<file path="src/rtl/clk_rst_pkg.sv">
// Shared clock/reset definitions: sequencer state encoding and loss-counter width.
// Latency: n/a (types and constants only).
// Backpressure: n/a.
package clk_rst_pkg;

  typedef enum logic [1:0] {
    WAIT_LOCK  = 2'd0,
    STABLE     = 2'd1,
    REL_PERIPH = 2'd2,
    RUN        = 2'd3
  } seq_state_t;

  localparam int LOSS_CNT_W = 8;
  localparam logic [LOSS_CNT_W-1:0] LOSS_CNT_MAX = '1;

  // Width of a counter that must reach max(a,b)-1; never narrower than 1 bit.
  function automatic int cnt_width(input int a, input int b);
    int m;
    m = (a > b) ? a : b;
    return (m > 1) ? $clog2(m) : 1;
  endfunction

endpackage

</file>
<file path="src/rtl/reset_sequencer_if.sv">
// Bundle of PLL lock input and the sequenced reset/status outputs.
// Latency: n/a (wires only).
// Backpressure: none; all signals are level-based status.
interface reset_sequencer_if;
  import clk_rst_pkg::*;

  logic                  locked;
  logic                  periph_rst;
  logic                  core_rst;
  logic                  ready;
  logic [LOSS_CNT_W-1:0] lock_loss_cnt;

  // The sequencer consumes lock and drives the rails.
  modport master (
    input  locked,
    output periph_rst, core_rst, ready, lock_loss_cnt
  );

  // The PLL side / system side sees the opposite directions.
  modport slave (
    output locked,
    input  periph_rst, core_rst, ready, lock_loss_cnt
  );

endinterface

</file>
<file path="src/rtl/sync_ff.sv">
// N-stage single-bit synchroniser for asynchronous level inputs (lock flags, buttons).
// Latency: STAGES clock edges from input change to output change.
// Backpressure: none; a pulse shorter than one clock period may be lost.
module sync_ff #(
  parameter int STAGES = 2
) (
  input  logic clk,
  input  logic rst,
  input  logic d,
  output logic q
);

  logic [STAGES-1:0] sr;

  // Shift the raw input through the flop chain; clear the whole chain on reset.
  always_ff @(posedge clk or posedge rst) begin
    if (rst) begin
      sr <= '0;
    end else begin
      sr <= {sr[STAGES-2:0], d};
    end
  end

  assign q = sr[STAGES-1];

endmodule

</file>
<file path="src/rtl/reset_sequencer.sv">
// PLL-lock driven reset sequencer: releases peripheral then core rail, counts lock losses.
// Latency: rails move SYNC_STAGES edges after lock is lost; release after STABLE/GAP cycles.
// Backpressure: none; outputs are free-running registered levels.
module reset_sequencer
  import clk_rst_pkg::*;
#(
  parameter  int SYNC_STAGES   = 2,
  parameter  int STABLE_CYCLES = 1024,
  parameter  int GAP_CYCLES    = 16,
  localparam int CNT_W         = cnt_width(STABLE_CYCLES, GAP_CYCLES)
) (
  input  logic              clk_100mhz,
  input  logic              rst,
  reset_sequencer_if.master seq
);

  localparam logic [CNT_W-1:0] STABLE_TC = CNT_W'(STABLE_CYCLES - 1);
  localparam logic [CNT_W-1:0] GAP_TC    = CNT_W'(GAP_CYCLES - 1);

  logic                  locked_s;
  seq_state_t            state, state_nxt;
  logic [CNT_W-1:0]      cnt, cnt_nxt;
  logic                  loss_evt;
  logic                  periph_rst_d, core_rst_d, ready_d;
  logic                  periph_rst_q, core_rst_q, ready_q;
  logic [LOSS_CNT_W-1:0] loss_cnt;

  sync_ff #(
    .STAGES (SYNC_STAGES)
  ) u_lock_sync (
    .clk (clk_100mhz),
    .rst (rst),
    .d   (seq.locked),
    .q   (locked_s)
  );

  // State, shared counter and the rail outputs all update on the same edge.
  always_ff @(posedge clk_100mhz or posedge rst) begin
    if (rst) begin
      state        <= WAIT_LOCK;
      cnt          <= '0;
      periph_rst_q <= 1'b1;
      core_rst_q   <= 1'b1;
      ready_q      <= 1'b0;
    end else begin
      state        <= state_nxt;
      cnt          <= cnt_nxt;
      periph_rst_q <= periph_rst_d;
      core_rst_q   <= core_rst_d;
      ready_q      <= ready_d;
    end
  end

  // Next state and shared counter; a lock drop always beats a terminal count.
  always_comb begin
    state_nxt = state;
    cnt_nxt   = cnt;
    loss_evt  = 1'b0;
    unique case (state)
      WAIT_LOCK: begin
        cnt_nxt = '0;
        if (locked_s) begin
          state_nxt = STABLE;
        end
      end
      STABLE: begin
        if (!locked_s) begin
          state_nxt = WAIT_LOCK;
          cnt_nxt   = '0;
        end else if (cnt == STABLE_TC) begin
          state_nxt = REL_PERIPH;
          cnt_nxt   = '0;
        end else begin
          cnt_nxt = cnt + CNT_W'(1);
        end
      end
      REL_PERIPH: begin
        if (!locked_s) begin
          state_nxt = WAIT_LOCK;
          cnt_nxt   = '0;
          loss_evt  = 1'b1;
        end else if (cnt == GAP_TC) begin
          state_nxt = RUN;
          cnt_nxt   = '0;
        end else begin
          cnt_nxt = cnt + CNT_W'(1);
        end
      end
      RUN: begin
        cnt_nxt = '0;
        if (!locked_s) begin
          state_nxt = WAIT_LOCK;
          loss_evt  = 1'b1;
        end
      end
      default: begin
        state_nxt = WAIT_LOCK;
        cnt_nxt   = '0;
      end
    endcase
  end

  // Rail levels decoded from the state being entered, so they move with the state.
  always_comb begin
    periph_rst_d = (state_nxt == WAIT_LOCK) || (state_nxt == STABLE);
    core_rst_d   = (state_nxt != RUN);
    ready_d      = (state_nxt == RUN);
  end

  // Saturating debug count of losses after at least one rail had been released.
  always_ff @(posedge clk_100mhz or posedge rst) begin
    if (rst) begin
      loss_cnt <= '0;
    end else if (loss_evt && (loss_cnt != LOSS_CNT_MAX)) begin
      loss_cnt <= loss_cnt + LOSS_CNT_W'(1);
    end
  end

  assign seq.periph_rst    = periph_rst_q;
  assign seq.core_rst      = core_rst_q;
  assign seq.ready         = ready_q;
  assign seq.lock_loss_cnt = loss_cnt;

endmodule

</file>
<file path="src/flat_wrapper.sv">
// flat-port wrapper written by rule: the top's interface ports become plain ports
module reset_sequencer_flat import clk_rst_pkg::*;
#(
  parameter  int SYNC_STAGES   = 2,
  parameter  int STABLE_CYCLES = 1024,
  parameter  int GAP_CYCLES    = 16,
  localparam int CNT_W         = cnt_width(STABLE_CYCLES, GAP_CYCLES)
)
  (clk_100mhz, rst, seq_locked, seq_periph_rst, seq_core_rst, seq_ready, seq_lock_loss_cnt);
  reset_sequencer_if seq_i ();
  input  logic clk_100mhz;
  input  logic rst;
  input wire logic [$bits(seq_i.locked)-1:0] seq_locked;
  output wire logic [$bits(seq_i.periph_rst)-1:0] seq_periph_rst;
  output wire logic [$bits(seq_i.core_rst)-1:0] seq_core_rst;
  output wire logic [$bits(seq_i.ready)-1:0] seq_ready;
  output wire logic [$bits(seq_i.lock_loss_cnt)-1:0] seq_lock_loss_cnt;
  assign seq_i.locked = seq_locked;
  assign seq_periph_rst = seq_i.periph_rst;
  assign seq_core_rst = seq_i.core_rst;
  assign seq_ready = seq_i.ready;
  assign seq_lock_loss_cnt = seq_i.lock_loss_cnt;
  reset_sequencer #(.SYNC_STAGES(SYNC_STAGES), .STABLE_CYCLES(STABLE_CYCLES), .GAP_CYCLES(GAP_CYCLES)) u_core (.clk_100mhz(clk_100mhz), .rst(rst), .seq(seq_i));
endmodule
</file>
<file path="config.mk">
export PLATFORM = sky130hd
export DESIGN_NAME = reset_sequencer_flat
export DESIGN_NICKNAME = d
export VERILOG_FILES = /design/src/rtl/clk_rst_pkg.sv /design/src/rtl/reset_sequencer_if.sv /design/src/rtl/sync_ff.sv /design/src/rtl/reset_sequencer.sv /design/src/flat_wrapper.sv
export SDC_FILE = /design/constraint.sdc
export NUM_CORES = 1
export LEC_CHECK = 0
export BUFFER_PORTS_ARGS = -buffer_cell sky130_fd_sc_hd__buf_2
export CAP_MARGIN = 25
export CORE_MARGIN = 2
export CORE_UTILIZATION = 59
export CTS_CLUSTER_SIZE = 20
export DETAILED_ROUTE_END_ITERATION = 12
export GPL_ROUTABILITY_DRIVEN = 0
export GPL_TIMING_DRIVEN = 0
export PLACE_DENSITY = 0.81
export SYNTH_ARGS = -nofsm -noshare
export SYNTH_HDL_FRONTEND = slang
export SYNTH_SLANG_ARGS = --single-unit
export TNS_END_PERCENT = 20
</file>
<file path="constraint.sdc">
create_clock -name clk_100mhz -period 3.6 [get_ports clk_100mhz]
set_input_delay 0.54 -clock clk_100mhz [delete_from_list [all_inputs] [get_ports clk_100mhz]]
set_output_delay 0.54 -clock clk_100mhz [all_outputs]
set_load 0.05 [all_outputs]
</file>
# Word level (Yosys, flattened, before mapping)
# Cells that the tools add are included.
dict set report word_totals {
  register_bits 25
  output_inout_bits 11
  elab_cells 38
}
dict set report classes {
  n_addsub 2
  n_eq_ne 9
  n_mux 14
  n_reduce_logical 6
}
# op count
set ops {}
lappend ops {{two-way mux 10 bit} 4}
lappend ops {{one-hot mux 10 bit (3 select lines)} 1}
lappend ops {{two-way mux 2 bit} 6}
lappend ops {{adder 10 x 1 -> 10 bit, second input constant} 1}
lappend ops {{== test 10 bit, second input constant} 1}
lappend ops {{== test 10 x 4 -> 1 bit, second input constant} 1}
lappend ops {{adder 8 x 1 -> 8 bit, second input constant} 1}
lappend ops {{!= test 8 bit, second input constant} 1}
lappend ops {{one-hot mux 2 bit (4 select lines)} 1}
lappend ops {{== test 2 bit, second input constant} 3}
lappend ops {{== test 2 x 1 -> 1 bit, second input constant} 2}
lappend ops {{zero test 2 bit} 2}
lappend ops {{OR reduction 2 bit} 2}
lappend ops {{two-way mux 1 bit} 2}
lappend ops {{!= test 2 bit, second input constant} 1}
lappend ops {{logical AND 1 bit} 1}
lappend ops {{logical OR 1 bit} 1}

# Depth between registers and ports, before layout
dict set report logic_depth {
  depth_word 6
  mapped_depth 6
  ltp_nobuf 5
}

# By module
# From an unflattened synthesis, not the netlist that was laid out.
dict set report unflattened {
  cells_unflattened 96
  area_unflattened_um2 1119.8
}
# module n_inst cells_per_inst area_per_inst_um2 seq_area_each_um2
set modules_own_cells {}
lappend modules_own_cells {reset_sequencer 1 93 1066.0 578.1}
lappend modules_own_cells {sync_ff 1 3 53.8 50.0}

# Worst setup path after synthesis
# Ideal clock, no wire load.
dict set report synth_timing {
  path_kind {reg2reg}
  startpoint {reg u_core.loss_cnt[0] (netlist: u_core.seq.lock_loss_cnt[0])}
  endpoint {reg u_core.loss_cnt[1] (netlist: u_core.seq.lock_loss_cnt[1])}
  setup_time_ns 0.125
  arrival_time_ns 1.815
  t_required_ns 3.475
  slack_ns 1.660
  path_stages_with_launch 5
  n_path_buf 0
  period_less_slack_ns 1.940
  path_cell_list {dfrtp_1 > ha_1 > nand3_2 > o311ai_4 > mux2_4}
}
dict set report synth_via {
  elab_chain_len 2
}
# element line
set synth_lines {}
lappend synth_lines {{start, declared} reset_sequencer.sv:26} ;# logic [LOSS_CNT_W-1:0] loss_cnt;
lappend synth_lines {{start signal, assigned} reset_sequencer.sv:115} ;# loss_cnt <= loss_cnt + LOSS_CNT_W'(1);
lappend synth_lines {{parallel branches: the longest is 2 deep, another holds adder 8 x 1 -> 8 bit} --}
# Parallel ways; which one is timed is not known.
# A chain may end at the register's enable or synchronous reset.

# Worst setup path in the final report
# Same ends and word-level chain as after synthesis.

==> reports/results.ini <==
[synthesis]
synth-main-ff-cell = dfrtp_1
syn_area_per_cell_um2 = 11.41
synth_cell_types = 27
synth_edf_count = 0
synthesis.instances = 99
syn_nets = 104
synth_top_area_share_pct = 50.94
yosysMostFrequentCell = dfrtp_1
synth_warnings = 0
synthTopCellsByCount = 23 x dfrtp_1, 15 x nor2_1, 9 x xor2_1, 8 x nand2_1, 6 x xnor2_1
synth.ff_latch_count = 25
seq_area_frac_synth_pct = 55.59
synthesis.area_um2 = 1130
synthArstFlopShare_pct = 100.0
synth_top_area_cell = dfrtp_1
netlist_top_cells_area = dfrtp_1 51%, xor2_1 7.0%, nor2_1 5.0%

[routing]
avgViaCountPerCell = 5.149
drc = 0
wire_per_inst_um = 11.81
dr.pass1.iters = 4
totalWireLength_um = 1665
vias = 726
final_antenna_net_count = 0
drt_iter0_markers = 4

[placement]
portBuffers = 13
placed_cells = 137
dpl-instance-area_um2 = 1226
hpwl_um = 1241

[power]
p_total_w = 0.0004192
switching_share_pct = 21.07
combPwrFrac_pct = 3.4
sequentialPowerShare_pct = 68.3
internal_power_w = 0.0003309
power_leakage_nw = 0.5995
power_density_nw_per_um2 = 334.7
clockPowerShare_pct = 28.4
peakVddDrop_uv = 204.2
switching_power_w = 0.00008833

[grt]
antenna_found_initial = 0
gr-usage-met1_pct = 25.92
met2_usage_pct = 26.93
overflow = 0
use_met3_pct = 3.396
grt_pass1_vias = 628
grt_max_degree = 26
grt_busiest_layer = met2
grt_pass1_wl_um = 2835
grt_usage_pct = 18.37

[worst_setup_path]
ff2ff_path_depth = 4
r2r-start = u_core.seq.lock_loss_cnt[0]
cp.required_ns = 3.81
crit_chain = ha_1 -> nand3_2 -> o311ai_4 -> mux2_4
worst-path-buf-inv = 0
r2r_setup_slack_ns = 1.92
endpoint_kind = flop
critPathKind = reg -> reg
reg2reg_to = u_core.seq.lock_loss_cnt[1]
worstPathMaxFanout = 8
cpMaxStageDelayCell = o311ai_4
arrival_ns = 1.89
critPathLaunch = u_core.seq.lock_loss_cnt[0]
cp-start-kind = flop
max_stage_delay_ns = 0.50
crit_family = compound AO/OA/AOI/OAI gates

[sta]
fmaxAchievable_mhz = 595.4
fin_tns_setup_ns = 0
period_minus_slack_ns = 1.680
fin_crit_sh_pct = 46.66
finalClockSkew_ns = 0.001917
rsz0062_at_grt = no
holdWs_ns = 0.3247
final-max-slew-violation-count = 0
max_slew_margin_pct = 40.20
finalHoldViolations = 0
worstMarginPinSlew_ns = 0.8960
setup_viol = 0

[cts]
worst_skew_pair.late_latency_ns = 0.31
cts_num_sinks = 25
cts_setup_buffers = 0
clk_pin_slew_ns = 0.12
cts_buffers = 3
hold_buffers = 0
cts_root_buf = clkbuf_4
h-tree-depth = 1
clk_path_buf_depth = 2
cts_resized = 0
cts_tree = built

[die]
die_area_um2 = 2281
core_area_um2 = 1764
die_h_um = 47.76
start_util_pct = 64.04
rows = 15
boundaryPins = 14
die_w_um = 47.76

[layout]
drive_above_1_share_pct = 22.41
num_antenna_cells = 0
final_cells = 141
fillers = 149
stdcell_area_um2 = 1252
nets = 122
area_growth_pct = 10.85

[min_path]
worstHoldPathCells = 1
hp-start = seq_locked
holdCritPathClass = in -> reg
hold_end = u_core.u_lock_sync.sr[0]

[job]
max_cap_violations = 0

[outcome]
status = complete, no violations

==> cells in the final DEF, fill, tap and decap left out, drive strengths merged <==
| cell type | count |
|---|---|
| a31oi | 1 |
| buf | 15 |
| mux2i | 1 |
| nand2b | 1 |
| clkbuf | 4 |
| o311ai | 1 |
| nor2 | 15 |
| dfstp | 2 |
| nand2 | 8 |
| mux2 | 1 |
| o21ai | 1 |
| nor2b | 1 |
| ha | 2 |
| o21a | 1 |
| o22ai | 1 |
| nor3 | 5 |
| xnor2 | 6 |
| nor4 | 3 |
| inv | 5 |
| dfrtp | 23 |
| and4 | 1 |
| nand4 | 1 |
| nand3 | 5 |
| a32oi | 1 |
| xor2 | 9 |
| and3 | 2 |
==> per-stage QoR <==
| stage | utilization (%) | setup WS, ns |
|---|---|---|
| 4_1_cts | 70.99 | 1.924 |
| 6_report | 70.99 | 1.920 |
| 3_3_place_gp | 69.50 | 1.953 |
| 3_5_place_dp | 69.50 | 1.951 |
| 2_1_floorplan | - | 1.660 |
| 5_1_grt | 70.99 | 1.817 |
==> final cells by class <==
type	instances	area, µm²	area share [%]
timing repair buffer	13	65.06	5.195
inverter	5	18.77	1.499
multi-input combinational	67	473.0	37.76
buffer	2	10.01	0.7992
clock buffer	4	26.28	2.098
tap	25	31.28	2.498
sequential	25	628.1	50.15
==> worst max path at each step <==
stage                                              to  slack (ns)  depth (start not counted)
after floorplan           u_core.seq.lock_loss_cnt[1]        1.66                          4
after global placement    u_core.seq.lock_loss_cnt[1]        1.95                          4
after detailed placement  u_core.seq.lock_loss_cnt[1]        1.95                          4
after CTS                 u_core.seq.lock_loss_cnt[1]        1.92                          4
after global routing      u_core.seq.lock_loss_cnt[7]        1.82                          5
final                     u_core.seq.lock_loss_cnt[1]        1.92                          4
==> sequential cells by signal, indices dropped and copies added (netlist names) <==
| name | flops |
|---|---|
| u_core.seq.lock_loss_cnt | 8 |
| u_core.seq.ready | 1 |
| u_core.cnt | 10 |
| u_core.seq.periph_rst | 1 |
| u_core.u_lock_sync.sr | 2 |
| u_core.seq.core_rst | 1 |
| u_core.state | 2 |
==> power by group through the flow <==
stage                     Combinational (W)  Sequential [W]  Clock, W
after detailed placement          0.0000146        0.000292         0
after floorplan                   0.0000111        0.000291         0
after global placement            0.0000143        0.000291         0
after global routing              0.0000165        0.000287  0.000136
final                             0.0000141        0.000286  0.000119
after CTS                         0.0000147        0.000286  0.000124
==> per-layer routing <==
metal	vias to the layer above	wire length, µm
li1	368	-
met1	344	777
met2	11	816
met3	3	49
met4	0	22
met5	-	0
==> cell families (layout without fill, tap and decap cells) <==
group | count (synthesis) | count (layout) | share of synthesized area (%)
AO/OA/AOI/OAI | 6 | 6 | 7.531
XOR/XNOR | 15 | 15 | 11.63
adder cells (fa/ha/maj) | 2 | 2 | 2.214
buffers and inverters | 7 | 24 | 2.547
flip-flops | 25 | 25 | 55.59
multiplexers | 2 | 2 | 2.214
AND/OR/NAND/NOR | 42 | 42 | 18.27
(Power assumes the default switching activity.)
